[src/rtl/riscv_mem_stage.sv]
// riscv_mem_pkg / riscv_mem_stage
//
// Purpose:
//   In-order MEM stage of a RISC-V pipeline. It takes the execute-stage result,
//   issues at most one load/store transaction at a time on a valid/ready request
//   channel, and aligns and extends returned load data. The result goes to a
//   writeback output register that holds until writeback consumes it.
//   Misaligned accesses and bus errors are reported as a one-cycle exception
//   pulse that carries a cause and the faulting address.
//
// Ports:
//   clk_i, rst_ni       core clock, asynchronous active-low reset
//   flush_i             kills the held or in-flight instruction
//   ex_data_i           execute result (.valid qualifies)
//   ex_ready_o          stage accepts ex_data_i this cycle
//   mem_req_valid_o     request valid
//   mem_req_ready_i     request accepted
//   mem_req_o           request payload
//   mem_rsp_valid_i     response valid (always accepted)
//   mem_rsp_i           response payload
//   wb_data_o           writeback payload (.valid qualifies)
//   wb_ready_i          writeback consumes wb_data_o
//   exc_valid_o         one-cycle exception pulse
//   exc_cause_o         01 load misalign, 10 store misalign, 11 access fault
//   exc_tval_o          faulting address

package riscv_mem_pkg;
  localparam int XLEN = 32;

  typedef struct packed {
    logic            valid;
    logic [XLEN-1:0] pc;
    logic [4:0]      rd;
    logic            rd_we;
    logic [XLEN-1:0] alu_result;
    logic [XLEN-1:0] rs2_data;
    logic            mem_read;
    logic            mem_write;
    logic [2:0]      mem_size;
    logic [3:0]      mem_strb;
  } execute_data_t;

  typedef struct packed {
    logic [XLEN-1:0] addr;
    logic [2:0]      size;
    logic            write;
    logic [XLEN-1:0] wdata;
    logic [3:0]      strb;
    logic [3:0]      id;
    logic [2:0]      prot;
    logic            cacheable;
  } memory_req_t;

  typedef struct packed {
    logic [XLEN-1:0] data;
    logic            error;
    logic [3:0]      id;
  } memory_rsp_t;

  typedef struct packed {
    logic            valid;
    logic [XLEN-1:0] pc;
    logic [4:0]      rd;
    logic            rd_we;
    logic [XLEN-1:0] alu_result;
    logic [XLEN-1:0] mem_data;
  } memory_data_t;
endpackage

module riscv_mem_stage
  import riscv_mem_pkg::*;
#(
  parameter logic [3:0] REQ_ID   = 4'h1,
  parameter logic [2:0] REQ_PROT = 3'b000
) (
  input  logic              clk_i,
  input  logic              rst_ni,
  input  logic              flush_i,
  input  execute_data_t     ex_data_i,
  output logic              ex_ready_o,
  output logic              mem_req_valid_o,
  input  logic              mem_req_ready_i,
  output memory_req_t       mem_req_o,
  input  logic              mem_rsp_valid_i,
  input  memory_rsp_t       mem_rsp_i,
  output memory_data_t      wb_data_o,
  input  logic              wb_ready_i,
  output logic              exc_valid_o,
  output logic [1:0]        exc_cause_o,
  output logic [XLEN-1:0]   exc_tval_o
);

  typedef enum logic [1:0] {IDLE, REQ, WAIT_RSP, DRAIN} state_e;

  state_e          state_q, state_d;
  execute_data_t   insn_q, insn_d;
  memory_req_t     req_q, req_d;
  memory_data_t    wb_q, wb_d;
  logic            excValid_q, excValid_d;
  logic [1:0]      excCause_q, excCause_d;
  logic [XLEN-1:0] excTval_q, excTval_d;

  logic            exReady;
  logic            accept;
  logic            isMem;
  logic            misalign;
  logic            rspHit;
  logic [XLEN-1:0] rspShifted;
  logic [XLEN-1:0] loadData;

  assign exReady  = (state_q == IDLE) && (!wb_q.valid || wb_ready_i) && !flush_i;
  assign accept   = ex_data_i.valid && exReady;
  assign isMem    = ex_data_i.mem_read || ex_data_i.mem_write;
  assign rspHit   = mem_rsp_valid_i && (mem_rsp_i.id == REQ_ID);

  // Size encoding 11 is treated like a word for the alignment check.
  always_comb begin
    misalign = 1'b0;
    case (ex_data_i.mem_size[1:0])
      2'b01:   misalign = ex_data_i.alu_result[0];
      2'b10,
      2'b11:   misalign = (ex_data_i.alu_result[1:0] != 2'b00);
      default: misalign = 1'b0;
    endcase
  end

  // Bring the addressed byte lane down to bit 0, then extend by load type.
  assign rspShifted = mem_rsp_i.data >> {insn_q.alu_result[1:0], 3'b000};

  always_comb begin
    loadData = rspShifted;
    case (insn_q.mem_size)
      3'b000:  loadData = {{24{rspShifted[7]}}, rspShifted[7:0]};
      3'b001:  loadData = {{16{rspShifted[15]}}, rspShifted[15:0]};
      3'b100:  loadData = {24'b0, rspShifted[7:0]};
      3'b101:  loadData = {16'b0, rspShifted[15:0]};
      default: loadData = rspShifted;
    endcase
  end

  // Next-state and datapath. A flush always has the final say on the output
  // register and suppresses any exception raised in the same cycle.
  always_comb begin
    state_d    = state_q;
    insn_d     = insn_q;
    req_d      = req_q;
    wb_d       = wb_q;
    excValid_d = 1'b0;
    excCause_d = excCause_q;
    excTval_d  = excTval_q;

    if (wb_q.valid && wb_ready_i) wb_d.valid = 1'b0;

    case (state_q)
      IDLE: begin
        if (accept) begin
          if (!isMem) begin
            wb_d.valid      = 1'b1;
            wb_d.pc         = ex_data_i.pc;
            wb_d.rd         = ex_data_i.rd;
            wb_d.rd_we      = ex_data_i.rd_we;
            wb_d.alu_result = ex_data_i.alu_result;
            wb_d.mem_data   = '0;
          end else if (misalign) begin
            excValid_d = 1'b1;
            excCause_d = ex_data_i.mem_write ? 2'b10 : 2'b01;
            excTval_d  = ex_data_i.alu_result;
          end else begin
            insn_d          = ex_data_i;
            req_d.addr      = ex_data_i.alu_result;
            req_d.size      = {1'b0, ex_data_i.mem_size[1:0]};
            req_d.write     = ex_data_i.mem_write;
            req_d.id        = REQ_ID;
            req_d.prot      = REQ_PROT;
            req_d.cacheable = 1'b1;
            case (ex_data_i.mem_size[1:0])
              2'b00: begin
                req_d.wdata = {4{ex_data_i.rs2_data[7:0]}};
                req_d.strb  = 4'b0001 << ex_data_i.alu_result[1:0];
              end
              2'b01: begin
                req_d.wdata = {2{ex_data_i.rs2_data[15:0]}};
                req_d.strb  = 4'b0011 << ex_data_i.alu_result[1:0];
              end
              default: begin
                req_d.wdata = ex_data_i.rs2_data;
                req_d.strb  = 4'hF;
              end
            endcase
            state_d = REQ;
          end
        end
      end
      REQ: begin
        // A request handshaked in the flush cycle is already outstanding, so
        // its response still has to be drained.
        if (mem_req_ready_i) state_d = flush_i ? DRAIN : WAIT_RSP;
        else if (flush_i)    state_d = IDLE;
      end
      WAIT_RSP: begin
        if (flush_i) begin
          state_d = rspHit ? IDLE : DRAIN;
        end else if (rspHit) begin
          state_d = IDLE;
          if (mem_rsp_i.error) begin
            excValid_d = 1'b1;
            excCause_d = 2'b11;
            excTval_d  = insn_q.alu_result;
          end else begin
            wb_d.valid      = 1'b1;
            wb_d.pc         = insn_q.pc;
            wb_d.rd         = insn_q.rd;
            wb_d.rd_we      = insn_q.rd_we;
            wb_d.alu_result = insn_q.alu_result;
            wb_d.mem_data   = insn_q.mem_write ? '0 : loadData;
          end
        end
      end
      DRAIN: begin
        if (rspHit) state_d = IDLE;
      end
      default: state_d = IDLE;
    endcase

    if (flush_i) wb_d.valid = 1'b0;
  end

  // State and payload registers.
  always_ff @(posedge clk_i or negedge rst_ni) begin
    if (!rst_ni) begin
      state_q    <= IDLE;
      insn_q     <= '0;
      req_q      <= '0;
      wb_q       <= '0;
      excValid_q <= 1'b0;
      excCause_q <= 2'b00;
      excTval_q  <= '0;
    end else begin
      state_q    <= state_d;
      insn_q     <= insn_d;
      req_q      <= req_d;
      wb_q       <= wb_d;
      excValid_q <= excValid_d;
      excCause_q <= excCause_d;
      excTval_q  <= excTval_d;
    end
  end

  assign ex_ready_o      = exReady;
  assign mem_req_valid_o = (state_q == REQ);
  assign mem_req_o       = req_q;
  assign wb_data_o       = wb_q;
  assign exc_valid_o     = excValid_q;
  assign exc_cause_o     = excCause_q;
  assign exc_tval_o      = excTval_q;

endmodule

[config.mk]
export PLATFORM = sky130hd
export DESIGN_NAME = riscv_mem_stage
export DESIGN_NICKNAME = d
export VERILOG_FILES = /design/src/rtl/riscv_mem_stage.sv
export SDC_FILE = /design/constraint.sdc
export NUM_CORES = 1
export LEC_CHECK = 0
export CELL_PAD_IN_SITES_DETAIL_PLACEMENT = 1
export CELL_PAD_IN_SITES_GLOBAL_PLACEMENT = 1
export CORE_MARGIN = 2
export CORE_UTILIZATION = 33
export DETAILED_ROUTE_END_ITERATION = 16
export PLACE_DENSITY = 0.86
export SETUP_SLACK_MARGIN = 0.2
export SYNTH_ARGS = -nofsm -noshare
export SYNTH_HDL_FRONTEND = slang
export SYNTH_SLANG_ARGS = --single-unit
[constraint.sdc]
create_clock -name clk_i -period 2.29 [get_ports clk_i]
set_clock_uncertainty 0.2 [all_clocks]
set_input_delay 0.458 -clock clk_i [delete_from_list [all_inputs] [get_ports clk_i]]
set_output_delay 0.458 -clock clk_i [all_outputs]
set_load 0.05 [all_outputs]
# --- Word level (Yosys, flattened, before mapping) ---
# Cells that the tools add are included.
totals:
  register_bits: 253
  output_inout_bits: 220
classes:
  n_mux: 44
  n_eq_ne: 20
  reduce_logical: 19
  shift: 3
  n_bitwise: 1
ops:
  columns: ["cell", "count"]
  rows:
  - ["$mux 103", 5]
  - ["$mux 32", 7]
  - ["$pmux 103 s2", 1]
  - ["$pmux 32 s4", 1]
  - ["$pmux 36 s2", 1]
  - ["$pmux 32 s2", 1]
  - ["$shr 32x5->32", 1]
  - ["$mux 2", 15]
  - ["$ne 2x2->1 const B", 9]
  - ["$mux 1", 9]
  - ["$eq 2x2->1 const B", 4]
  - ["$pmux 2 s4", 1]
  - ["$reduce_and 4->1", 2]
  - ["$reduce_and 7->1", 1]
  - ["$eq 3x3->1 const B", 2]
  - ["$reduce_and 6->1", 1]
  - ["$logic_and 1x1->1", 5]
  - ["$eq 2x1->1 const B", 2]
  - ["$eq 4x1->1 const B", 1]
  - ["$logic_not 2->1", 2]
  - ["$pmux 1 s2", 2]
  - ["$pmux 2 s2", 1]
  - ["$reduce_bool 2->1", 2]
  - ["$shl 1x2->4 const A", 1]
  - ["other kinds (8)", 10]

# --- Depth between registers and ports, before layout ---
# Gate-level depths: netlist of the first run.
depth:
  word_depth: 8
  ltp_mapped: 7
  mapped_depth_nobuf: 4

# --- Least setup slack after synthesis of the first run ---
# No wires, ideal clock.
synth_path:
  path_type: "reg-to-output"
  from: "reg wb_q (netlist bit wb_data_o[102])"
  to: "out ex_ready_o"
  stages_incl_launch_ff: 3
  setup_slack_ps: -233
  n_path_buf: 0
  arrival_time_ps: 1865
  path_cell_list: "dfrtp_1 > nor2b_1 > nor3_1"
synth_between:
  elab_chain_cells: 4
synth_rtl:
  columns: ["element", "line_no", "rtl"]
  rows:
  - ["from (decl)", "98", "memory_data_t wb_q, wb_d;"]
  - ["from (signal assigned)", "242", "wb_q <= wb_d;"]
  - ["$logic_not 1->1", "111", "assign exReady = (state_q == IDLE) && (!wb_q.valid || wb_ready_i) && !flush_i;"]
  - ["$logic_or 1x1->1", "111", null]
  - ["$logic_and 1x1->1 (2 in a row)", "111", null]
  - ["to (decl)", "80", "output logic ex_ready_o,"]
# Every way passes these cells.

# --- Final worst setup path of the first run ---
layout_path:
  from: "reg state_q[0]"
  to: "reg insn_q[95] (netlist name)"
layout_between:
  elab_chain_cells: 5
layout_rtl:
  columns: ["element", "line_no", "rtl"]
  rows:
  - ["from (decl)", "95", "state_e state_q, state_d;"]
  - ["from (signal assigned)", "239", "state_q <= state_d;"]
  - ["$logic_not 2->1 (*)", "111, 154", null]
  - ["$logic_and 1x1->1 (2 in a row)", "111", null]
  - ["$logic_and 1x1->1", "112", "assign accept = ex_data_i.valid && exReady;"]
  - ["$reduce_and 4->1 (no source line) (*)", null, null]
  - ["to (signal assigned)", "240", "insn_q <= insn_d;"]
  - ["to (decl)", "96", "execute_data_t insn_q, insn_d;"]
# Mark *: on every way between the ends. The rest lies on a longest branch, timed or not.
# A chain may end at the register's enable or synchronous reset.

==> metrics.md, run 1 <==
| Metric | Value |
|---|---|
| Fin crit share | 104.0% |
| Leakage | 0.008678 µW |
| Ys flop type | dfrtp_1 |
| Final max-slew violation count | 0 |
| CP arrival | 2.61 ns |
| Worst Path Max Fanout | 29 |
| WP data required | 2.52 ns |
| Initial Util | 33.58% |
| RSZ-0062 raised after global routing | yes |
| Status | finished with violations |
| Fillers | 3438 |
| Reg2reg start | state_q[0]$_DFFE_PN0P_ |
| Avg Synthesized Cell Area | between 10 and 15 µm² |
| Cells on worst reg2reg path | 6 |
| Smallest setup slack after layout | -0.09118 ns |
| First-pass GRT wire length | 68.65 mm |
| Sink Count | about 250 |
| Die span in x | 191.7 µm |
| Vias post-DR | between 9000 and 10000 |
| Total Power | between 20000 and 25000 µW |
| Die Area | 0.03676 mm² |
| Setup violators final | ~130 |
| Commonest non-fill, non-tap cell in the layout | dfrtp_1 |
| WL final | between 40 and 50 mm |
| Worst-Skew Late Latency | 0.55 ns |
| Asr flop ratio synth | 100.0% |
| Post-Syn Area | 0.01163 mm² |
| Die Y | 191.7 µm |
| CTS root buf | clkbuf_16 |
| Dpl ws | -0.5507 ns |
| Clock Path Buffers | 3 |
| Number of flops mapped to enable cells by yosys | 0 |
| Synth Area in Adders | 0% |
| Mux cell area share after synthesis | 17.58% |
| DP HPWL | 28.41 mm |
| Unique cell type count in the Yosys netlist | 45 |
| Yosys Warn Count | 0 |
| Post-synthesis compound-gate area fraction | 12.81% |
| Final hold viol count | 0 |
| Synth Area in Simple Gates | about a tenth |
| Worst reg2reg setup slack | -0.09 ns |
| Worst setup SP type | flip-flop |
| Worst-margin pin slew | 0.6735 ns |
| Fmax | 420.0 MHz |
| Share of layout cells above drive strength 1 | about 43% |
| Sequential Area | 0.006285 mm² |
| Antenna violations before repair | 4 |
| Seq/Total Area, Yosys | 54.01% |
| RR Endpoint | insn_q[95]$_DFFE_PN0P_ |
| Fin crit period | 2.381 ns |
| Final antenna-violating net count | 0 |
| Placed Instances | 1721 |
| Area taken by multi-input logic gates | 0.005220 mm² |
| Placer congestion estimate | approximately 0.80 |
| Core area | approximately 0.035 mm² |
| Power per cell area | roughly 1200 mW/mm² |
| Avg WL per Cell | 25.71 µm |
| Xor-xnor portion of the synthesized cell area | 0% |
| Worst Setup End Kind | flip-flop |
| Worst vdd ir | 0.7699 mV |
| Critical path type | flip-flop to flip-flop |
| Port-buffer cells | between 300 and 400 |
| Met1 Wirelength | 18.11 mm |
| Top Metal Used | met4 |
| Failing checks | setup timing |
| Routed wl met3 | approximately 3 mm |
| Mapped Cells | between 900 and 1000 |
| CTS tree | built |
| CTS H-tree lvls | 1 |
| Area Overhead vs Synth | 62.49% |
| Post-route insts no fill | 1856 |
| Highest-count cells in the layout ignoring fill and taps | dfrtp_1, clkdlybuf4s50_1, clkdlybuf4s15_2 |
| Row count | roughly 70 |
| Drt first pass iters | 5 |
| Min-delay worst type | input pin to async pin |
| Drc violations | 0 |
| Via density | 5.300 |
| CTS Buf Count | 29 |
| Vias in the first global route | between 10000 and 15000 |
| Largest family of logic cells by synthesized area | multiplexers |
| Synthesized flop and latch total | ~250 |
| DR iter-0 viols | 499 |
| Routed met2 length | 24.30 mm |
| Total of max-cap violations | 0 |
| Largest net degree at the start of global routing | 58 |
| All-Layer GR Usage | 24.58% |
| Worst slew margin | 54.86% |
| Clock Pin Slew Worst Setup and Hold Paths | ~0.06 ns |
| NumNets Final | 1528 |
| I/O pin total | 375 |
| GRT overflow | 0 |
[worst max path at each step]
stage	cells past startpoint	end	slack (ns)	startpoint
detailed placement	6	insn_q[104]$_DFFE_PN0P_	-0.55	flush_i
floorplan	7	insn_q[102]$_DFFE_PN0P_	0.08	ex_data_i[41]
finish	6	insn_q[95]$_DFFE_PN0P_	-0.09	state_q[0]$_DFFE_PN0P_
global placement	7	exc_tval_o[27]$_DFFE_PN0P_	-0.45	flush_i
CTS	6	mem_req_o[59]$_DFFE_PN0P_	0.002	state_q[0]$_DFFE_PN0P_
global route	6	mem_req_o[61]$_DFFE_PN0P_	-0.11	state_q[0]$_DFFE_PN0P_
[critical path: stages (launching register included)]
cell	delay, ns
dfrtp_1	0.41
or2_4	0.28
nor4_4	0.36
and2_4	0.28
buf_12	0.14
buf_16	0.21
mux2_2	0.37
[cell usage after synthesis (all sizes together), types with 8 or more instances]
master / instances / area [µm²]
a21oi: 35 / 175.2
a221o: 70 / 700.7
a221oi: 8 / 70.07
a22o: 9 / 78.83
and2: 72 / 450.4
buf: 78 / 580.6
clkbuf: 29 / 108.9
dfrtp: 251 / 6281
mux2: 150 / 1689
mux2i: 31 / 310.3
nand2: 101 / 379.1
nor2: 17 / 63.81
o21ai: 22 / 110.1
o2bb2ai: 24 / 210.2
[sequential cells by signal (all words and copies together) (netlist names)]
signal / count
exc_cause_o: 2
exc_tval_o: 32
exc_valid_o: 1
insn_q: 41
mem_req_o: 70
state_q: 2
wb_data_o: 103
[per-layer routing]
| metal | track usage (%) | vias to the layer above |
|---|---|---|
| met5 | 0 | - |
| met4 | 10.47 | 0 |
| met3 | 5.865 | 124 |
| met2 | 43.13 | 358 |
| met1 | 28.60 | 5122 |
| li1 | - | 4233 |
[cells by family (layout without fill, tap and decap cells)]
family / Yosys count / count (layout)
mux: 183 / 183
other cells: 1 / 13
compound gates: 178 / 178
buf+inv: 114 / 561
flops: 251 / 251
simple gates: 215 / 215
[layout make-up]
class                      count  share of cell area [%]
clock buffer                  45                   4.582
inverter                       7                  0.1391
multi-input combinational    583                   27.63
antenna                        6                 0.07946
clock inverter                 8                  0.5099
sequential                   251                   33.26
timing repair buffer         501                   30.79
tap                          455                   3.013
[metrics by stage]
step                      hold slack (ns)  area, µm²  setup TNS [ns]  utilization, %
final                              0.2003      18900          -5.754           54.57
after global routing               0.2079      18890          -8.347           54.55
after CTS                          0.1955      18260               0           52.74
after detailed placement           0.1863      15870         -113.59           45.82
after global placement             0.1792      15870          -96.85           45.82
after floorplan                  -0.03759      11790               0               -
[repair_timing]
action                                 4_1_cts  5_1_grt
hold buffers                                 1        0
cloned                                      22        9
setup buffers                               31       13
endpoints found under the hold margin       62        0
setup endpoints to repair                  408      274
resized for setup                          560      132
pin swaps                                   15       24
[power by group]
| group | internal (µW) | switching [µW] | total [µW] |
|---|---|---|---|
| Sequential | 5880 | 1180 | 7060 |
| Clock | 2810 | 1930 | 4730 |
| Combinational | 4050 | 6990 | 11000 |
| Total | 12700 | 10100 | 22800 |
No activity file was read; power rests on OpenSTA's default activity.
==> run 2: changes to the inputs <==
Settings changed: CAP_MARGIN set to 25, CTS_CLUSTER_DIAMETER set to 60.
==> run 2 against run 1 <==
  * The flow still finishes with violations (setup timing)
  * Setup slack improved by 0.032 ns
  * Sequential share of layout area rose by 0.69 points
  * Sequential power barely moved
  * Maximum frequency rose by 1.4%
  * Die area did not move
  * Highest routed layer unchanged
  * Clock power rose by 4.7%
  * First-iteration DRC count fell by 17%
  * Critical path type unchanged
  * Cell area fell by 2.0%
  * Count of clock-buffer cells in the layout did not move
==> metrics.md, run 2 (synthesis results as in run 1) <==
| Metric | Value |
|---|---|
| First-pass GRT wire length | 65.05 mm |
| Commonest non-fill, non-tap cell in the layout | dfrtp_1 |
| All-Layer GR Usage | 22.95% |
| DR iter-0 viols | about 420 |
| Drt first pass iters | 5 |
| NumNets Final | 1506 |
| Port-buffer cells | ~360 |
| Core area | 0.03463 mm² |
| Worst Setup End Kind | flip-flop |
| Worst-Skew Late Latency | 0.57 ns |
| Smallest setup slack after layout | -0.05934 ns |
| Die Y | 191.7 µm |
| Final antenna-violating net count | 0 |
| Critical path type | flip-flop to flip-flop |
| Row count | between 60 and 70 |
| Clock Path Buffers | 3 |
| Worst setup SP type | flip-flop |
| WL final | 45.91 mm |
| Power per cell area | 1247 mW/mm² |
| Die span in x | 191.7 µm |
| CP arrival | 2.59 ns |
| CP endpoint | wb_data_o[39]$_DFFE_PN0P_ |
| Status | finished with violations |
| Initial Util | ~34% |
| Placed Instances | 1721 |
| CTS root buf | clkbuf_16 |
| Die Area | about 0.037 mm² |
| Hold slack | 0.1743 ns |
| Highest-count cells in the layout ignoring fill and taps | dfrtp_1, clkdlybuf4s15_2, clkdlybuf4s50_1 |
| RR Endpoint | wb_data_o[39]$_DFFE_PN0P_ |
| TNS Setup | -1.614 ns |
| Largest net degree at the start of global routing | 58 |
| Max reg flops | 103 |
| Setup violators final | 62 |
| Worst reg2reg setup slack | -0.06 ns |
| Antenna violations before repair | 7 |
| Min-delay worst type | input pin to async pin |
| Drc violations | 0 |
| Reg2reg start | state_q[0]$_DFFE_PN0P_ |
| I/O pin total | 375 |
| GRT overflow | 0 |
| Fillers | 3463 |
| CTS tree | built |
| RSZ-0062 raised after global routing | yes |
| Avg WL per Cell | 24.98 µm |
| Leakage | 0.008391 µW |
| Post-route insts no fill | 1838 |
| Final hold viol count | 0 |
| Sink Count | 251 |
| Fin crit period | about 2.3 ns |
| CTS H-tree lvls | 1 |
| Cells on worst reg2reg path | 8 |
| Placer congestion estimate | 0.8011 |
| DP HPWL | 28.41 mm |
| Fin crit share | 102.6% |
| Failing checks | setup timing |
| Final max-slew violation count | 0 |
| Total Power | 23090 µW |
| Worst-margin pin slew | 0.6810 ns |
| Via density | 5.254 |
| CTS Buf Count | 31 |
| Worst slew margin | a little over half |
| Dpl ws | -0.5507 ns |
| Fmax | about 430 MHz |
| Clock Pin Slew Worst Setup and Hold Paths | ~0.060 ns |
| WP data required | 2.53 ns |
| Area Overhead vs Synth | 59.21% |
| Vias in the first global route | between 10000 and 15000 |
| Total of max-cap violations | 0 |
| Worst Path Max Fanout | 7 |
| CP Launch Point | state_q[0]$_DFFE_PN0P_ |
| Worst vdd ir | 0.8596 mV |
| Vias post-DR | 9657 |
| Share of layout cells above drive strength 1 | 41.63% |
## run 2: cell types whose count changed in the layout (fill, tap and decap cells not counted), sizes merged, moves of 2 or more
cell	before	now
clkbuf	78	57
inv	8	10
clkdlybuf4s15	145	158
diode	6	9
bufbuf	2	0
clkdlybuf4s18	1	5
buf	170	151
## run 2: cell type report
class | count | area [µm²] | area share [%]
timing repair buffer | 476 | 5286 | 28.55
clock inverter | 11 | 141.4 | 0.7637
tap | 455 | 569.3 | 3.075
inverter | 7 | 26.28 | 0.1419
antenna | 9 | 22.52 | 0.1216
multi-input combinational | 584 | 5295 | 28.60
sequential | 251 | 6285 | 33.95
clock buffer | 45 | 888.4 | 4.798
## run 2: how the worst min path moves through the flow
stage	cells past startpoint	start	endpoint
after floorplan	0	rst_ni	exc_cause_o[0]$_DFFE_PN0P_
after global placement	1	rst_ni	wb_data_o[52]$_DFFE_PN0P_
after CTS	2	rst_ni	wb_data_o[51]$_DFFE_PN0P_
after detailed placement	1	rst_ni	wb_data_o[52]$_DFFE_PN0P_
final	2	rst_ni	wb_data_o[52]$_DFFE_PN0P_
after global routing	2	rst_ni	wb_data_o[52]$_DFFE_PN0P_
## run 2: critical path, stage by stage, from the launching register on
cell       delay (ns)
dfrtp_1          0.41
or2_4            0.28
buf_6            0.13
nor4b_4          0.27
buf_4            0.20
a41oi_4          0.05
buf_12           0.20
clkbuf_16        0.17
a221o_1          0.32
## run 2: timing repair
item | 4_1_cts | 5_1_grt
setup endpoints to repair | 406 | 259
gates cloned | 6 | 17
endpoints found under the hold margin | 175 | 0
pin swaps | 23 | 22
hold buffers | 1 | 0
gates resized for setup | 602 | 92
setup buffers | 16 | 12
## run 2: stage by stage
| stage | area (µm²) | utilization [%] |
|---|---|---|
| 6_report | 18510 | 53.47 |
| 5_1_grt | 18510 | 53.45 |
| 4_1_cts | 17790 | 51.39 |
| 3_5_place_dp | 15870 | 45.82 |
| 3_3_place_gp | 15870 | 45.82 |
| 2_1_floorplan | 11790 | - |
## run 2: routing by layer
layer | track usage (%) | share of wire (%) | vias to the layer above
met2 | 39.73 | 51 | 356
met3 | 5.810 | 6.6 | 99
li1 | - | - | 4190
met1 | 27.03 | 38 | 5012
met4 | 9.586 | 3.9 | 0
met5 | 0 | 0 | -
## run 2: report_power, final
| part | total, µW | switching (µW) | internal [µW] |
|---|---|---|---|
| registers | 7050 | 1170 | 5880 |
| logic | 11100 | 6980 | 4100 |
| clock network | 4950 | 2020 | 2930 |
